**config.mk**
```make
export PLATFORM = sky130hd
export DESIGN_NAME = generador_rebote
export DESIGN_NICKNAME = d
export VERILOG_FILES = /design/src/rtl/generador_rebote.sv
export SDC_FILE = /design/constraint.sdc
export NUM_CORES = 1
export LEC_CHECK = 0
export ABC_AREA = 1
export ABC_CLOCK_PERIOD_IN_PS = 1800
export BUFFER_PORTS_ARGS = -buffer_cell sky130_fd_sc_hd__buf_4
export CAP_MARGIN = 20
export CORE_MARGIN = 5
export CORE_UTILIZATION = 55
export CTS_BUF_LIST = sky130_fd_sc_hd__clkbuf_8 sky130_fd_sc_hd__clkbuf_16
export DETAILED_ROUTE_END_ITERATION = 10
export GPL_ROUTABILITY_DRIVEN = 0
export PLACE_DENSITY = 0.73
export SYNTH_ARGS = -nofsm -noshare
export SYNTH_HDL_FRONTEND = slang
export SYNTH_SLANG_ARGS = --single-unit
```
**constraint.sdc**
```tcl
create_clock -name clk -period 1.8 [get_ports clk]
set_input_delay 0.27 -clock clk [delete_from_list [all_inputs] [get_ports clk]]
set_output_delay 0.27 -clock clk [all_outputs]
set_load 0.01 [all_outputs]
```
**src/rtl/generador_rebote.sv**
```systemverilog
// generador_rebote: turns a clean commanded level into a bouncing
// button waveform whose segment widths come from a 16-bit Galois LFSR.
// Ports: clk, rst (async, active high), boton_limpio (commanded level)
//        -> boton_rebote (bouncing level), ocupado (transition in
//        progress), eventos[7:0] (completed transitions, wraps).
module generador_rebote #(
  parameter int unsigned N_REBOTES = 3,
  parameter int unsigned ANCHO_MAX = 4,
  parameter int unsigned T_ASENTAR = 64,
  parameter logic [15:0] SEMILLA   = 16'hACE1
) (
  input  logic       clk,
  input  logic       rst,
  input  logic       boton_limpio,
  output logic       boton_rebote,
  output logic       ocupado,
  output logic [7:0] eventos
);

  localparam logic [1:0] ESTABLE  = 2'd0;
  localparam logic [1:0] REBOTE   = 2'd1;
  localparam logic [1:0] ASENTADO = 2'd2;

  localparam int unsigned SEG_MAX = 1 << ANCHO_MAX;
  localparam int unsigned T_MAX =
    (T_ASENTAR > SEG_MAX) ? T_ASENTAR : SEG_MAX;
  localparam int unsigned TW = $clog2(T_MAX + 1);

  // An all-zero Galois LFSR would lock up, so a zero seed is replaced.
  localparam logic [15:0] SEED =
    (SEMILLA == 16'h0000) ? 16'h0001 : SEMILLA;
  localparam logic [TW-1:0] T_SET    = TW'(T_ASENTAR);
  localparam logic [TW-1:0] T_UNO    = TW'(1);
  localparam logic [4:0]    CONT_FIN = 5'(2 * N_REBOTES);

  logic [1:0]    state_q, state_d;
  logic [15:0]   lfsr_q, lfsr_d;
  logic [TW-1:0] timer_q, timer_d;
  logic [4:0]    cont_q, cont_d;
  logic          boton_q, boton_d;
  logic          ocupado_q, ocupado_d;
  logic [7:0]    eventos_q, eventos_d;
  logic          nivel_act_q, nivel_act_d;
  logic          nivel_obj_q, nivel_obj_d;
  logic [TW-1:0] w;

  // Segment width 1..2^ANCHO_MAX from the pre-advance LFSR value.
  always_comb begin
    w = TW'(lfsr_q[ANCHO_MAX-1:0]) + T_UNO;
  end

  always_comb begin
    lfsr_d = lfsr_q[0] ? ((lfsr_q >> 1) ^ 16'hB400)
                       : (lfsr_q >> 1);
    state_d     = state_q;
    timer_d     = timer_q;
    cont_d      = cont_q;
    boton_d     = boton_q;
    ocupado_d   = ocupado_q;
    eventos_d   = eventos_q;
    nivel_act_d = nivel_act_q;
    nivel_obj_d = nivel_obj_q;
    unique case (state_q)
      ESTABLE: begin
        if (boton_limpio != nivel_act_q) begin
          nivel_obj_d = boton_limpio;
          boton_d     = boton_limpio;
          cont_d      = 5'd0;
          ocupado_d   = 1'b1;
          if (N_REBOTES == 0) begin
            state_d = ASENTADO;
            timer_d = T_SET;
          end else begin
            state_d = REBOTE;
            timer_d = w;
          end
        end
      end
      REBOTE: begin
        if (timer_q == T_UNO) begin
          boton_d = ~boton_q;
          cont_d  = cont_q + 5'd1;
          // An even number of glitch toggles lands back on nivel_obj.
          if (cont_q + 5'd1 == CONT_FIN) begin
            state_d = ASENTADO;
            timer_d = T_SET;
          end else begin
            timer_d = w;
          end
        end else begin
          timer_d = timer_q - T_UNO;
        end
      end
      ASENTADO: begin
        if (timer_q == T_UNO) begin
          nivel_act_d = nivel_obj_q;
          eventos_d   = eventos_q + 8'd1;
          ocupado_d   = 1'b0;
          state_d     = ESTABLE;
        end else begin
          timer_d = timer_q - T_UNO;
        end
      end
      default: begin
        state_d = ESTABLE;
      end
    endcase
  end

  always_ff @(posedge clk or posedge rst) begin
    if (rst) begin
      state_q     <= ESTABLE;
      lfsr_q      <= SEED;
      timer_q     <= '0;
      cont_q      <= 5'd0;
      boton_q     <= 1'b0;
      ocupado_q   <= 1'b0;
      eventos_q   <= 8'd0;
      nivel_act_q <= 1'b0;
      nivel_obj_q <= 1'b0;
    end else begin
      state_q     <= state_d;
      lfsr_q      <= lfsr_d;
      timer_q     <= timer_d;
      cont_q      <= cont_d;
      boton_q     <= boton_d;
      ocupado_q   <= ocupado_d;
      eventos_q   <= eventos_d;
      nivel_act_q <= nivel_act_d;
      nivel_obj_q <= nivel_obj_d;
    end
  end

  assign boton_rebote = boton_q;
  assign ocupado      = ocupado_q;
  assign eventos      = eventos_q;

endmodule

```
==> metrics.yaml <==
ys_seq_elements: 42
grt_max_degree: 43
hold_class: "input pin to asynchronous set/reset pin"
area_growth_pct: 13.7
relSlewSlack_pct: 67.0
drv_cap: 0
slew_viol_final: 0
critPathTopFamily: "simple AND/OR/NAND/NOR gates"
clock_skew_ns: 0.00433
crit_path_max_fanout: 4
rows: 22
async_reset_ff_share_pct: 100
crit_required_ns: 2.00
crit_type: "register to register"
core_mm2: 0.00361
worstMarginPinSlew_ns: 0.494
drt_iter0_drc: 68
final_common_cell: "nand2_1"
cts_sinks: 42
finalCriticalPeriod_ns: 1.62
drt_wl_total_um: 3360
reg2reg_slack_ns: 0.18
drive_above_1_share_pct: 16.6
hold_viol_final: 0
synth_ff_type: "dfrtp_1"
synth_warnings: 0
slowest_delay_ns: 0.40
cp-start-kind: "register"
die_x_um: 70.7
yosys.area_share.adder_pct: 6.18
reg2reg_depth: 11
wl_per_cell_um: 11.9
rsz0062_at_grt: "false"
vias: 1405
status: "finished, final reports clean"
cts_htree_levels: 2
cp_common_cell: "nand2_1"
nets: 247
synth-simple-area-share_pct: 21.2
setup_tns_ns: 0
grt_overflow: 0
worst_path_max_delay_cell: "dfrtp_1"
multi_input_area_um2: 830
final_cell_mix: "nand2_1, dfrtp_1, inv_1"
portBuffers: 12
cts_tree: "built"
yosys.area_share.xor_xnor_pct: 6.49
synth_top_family_by_area: "simple AND/OR/NAND/NOR gates"
netlist_instances: 216
routed-wl-met2_um: 1510
arrival_ns: 1.81
synth_area_leaders: "dfrtp_1, dfstp_2, nand2_1"
ir_worst_vdd_mv: 0.727
utilization_pct: 63.9
dr.max_layer_used: "met4"
antenna_found_initial: 0
met3_length_um: 111
synth-edff-count: 0
synth-compound-area-share_pct: 7.04
end_kind: "register"
track_usage_pct: 14.9
die_area_mm2: 0.00500
cts_buffers: 5
synthesis.nets: 229
antenna_left: 0
clk_latency_ns: 0.30
critical_path_buf_inv_count: 2
die_h_um: 70.7
synthDistinctLibCells: 25
firstDrtPassIters: 4
fin_crit_sh_pct: 89.9
power.leakage_nw: 1.22
avgSynthCellArea_um2: 9.38
synth_area_mm2: 0.00203
met1_length_um: 1670
yosysTopAreaCellShare_pct: 42.0
ctsHoldBuffers: 0
viasPerCell: 4.96
post_cts_buffers: 0
dp_hpwl_um: 2280
power.density_mw_per_mm2: 1570
drc: 0
clockBufferDepth: 2
setup_viol_count_final: 0
timing.fmax_ghz: 0.618
cts_resized: 0
regArea_mm2: 0.00106
grt_pass1_wl_um: 6000
pre_cts_slack_ns: 0.164
grt_pass1_vias: 1364
path_cells: "inv_1 > ha_1 > inv_1 > nor3_1 > nand2_1 > nand2_1 > nand3_1 > nand3_1 > nand2_1 > nand2_1 > nand2_1"
yosys.area.top_type: "dfrtp_1"
antenna_cells: 0
clk_pin_slew_worst_paths_ns: 0.08
clock-root-buffer: "clkbuf_8"
muxShareOfSynthArea_pct: 0
r2r_end: "timer_q[6]"
io_pins: 13
reg2reg_from: "timer_q[0]"
ys_seq_area_share_pct: 52.4
n_fill_cell: 308
start_util_pct: 56.2
fin_ws_ns: 0.182
## cell usage after synthesis (2+ instances only)
cell and n:
inv_1 31, o21ai_0 11, nand3_1 16, dfstp_2 8, a21oi_1 12, nor2_1 8
o22ai_1 3, nand4_1 5, xor2_1 10, xnor2_1 5, nor2_4 2, dfrtp_1 34
ha_1 10, nand2_1 50
## worst reg2reg max path, delay by kind of cell (launching register included)
| family | cells | cell delay [ns] |
|---|---|---|
| simple gates | 8 | 0.80 |
| flops | 1 | 0.40 |
| buf+inv | 2 | 0.17 |
| fa+ha+maj | 1 | 0.15 |
## metrics by stage
step	instances	instance area, um2	power (W)	hold WS (ns)
2_1_floorplan	216	2030	0.00245	0.331
3_3_place_gp	275	2160	0.00270	0.337
3_5_place_dp	275	2160	0.00273	0.340
4_1_cts	283	2300	0.00364	0.118
5_1_grt	283	2300	0.00392	0.152
6_report	283	2300	0.00361	0.0944
## power breakdown
group | internal [W] | switching, W | leakage [nW] | total [W]
combinational | 0.000508 | 0.000918 | 0.614 | 0.00143
sequential | 0.00112 | 0.000170 | 0.533 | 0.00129
clock | 0.000556 | 0.000336 | 0.0683 | 0.000891
total | 0.00219 | 0.00142 | 1.22 | 0.00361
## metal layers
metal	global-route usage, %	vias up
li1	-	720
met3	3.27	7
met2	22.3	23
met1	20.7	655
met4	6.89	0
met5	0	-
## flip-flops by register name (all words and copies together) (netlist names)
register      count
boton_rebote      1
cont_q            5
eventos           8
lfsr_q           16
nivel_act_q       1
nivel_obj_q       1
ocupado           1
state_q           2
timer_q           7
## kinds of logic (layout without fill, tap and decap cells)
logic type / count (synthesis) / in the layout
fa+ha+maj: 10 / 10
compound gates: 27 / 27
flops: 42 / 42
buf+inv: 33 / 52
xor+xnor: 15 / 15
simple gates: 89 / 89
## how the worst max path moves through the flow
stage / startpoint / endpoint / slack (ns) / cells past startpoint
CTS: timer_q[0] / timer_q[6] / 0.15 / 11
floorplan: timer_q[0] / timer_q[6] / 0.36 / 11
finish: timer_q[0] / timer_q[6] / 0.18 / 11
global route: timer_q[0] / timer_q[6] / 0.01 / 11
global placement: timer_q[0] / timer_q[6] / 0.21 / 11
detailed placement: timer_q[0] / timer_q[6] / 0.16 / 11
## area by class of cell
class,instances,share of cell area (%)
timing repair buffer,13,4.24
clock inverter,3,2.99
multi-input combinational,141,36.0
inverter,31,5.05
sequential,42,46.1
clock buffer,5,2.99
tap,48,2.61
Note: power is estimated with default switching activity, not from simulation.
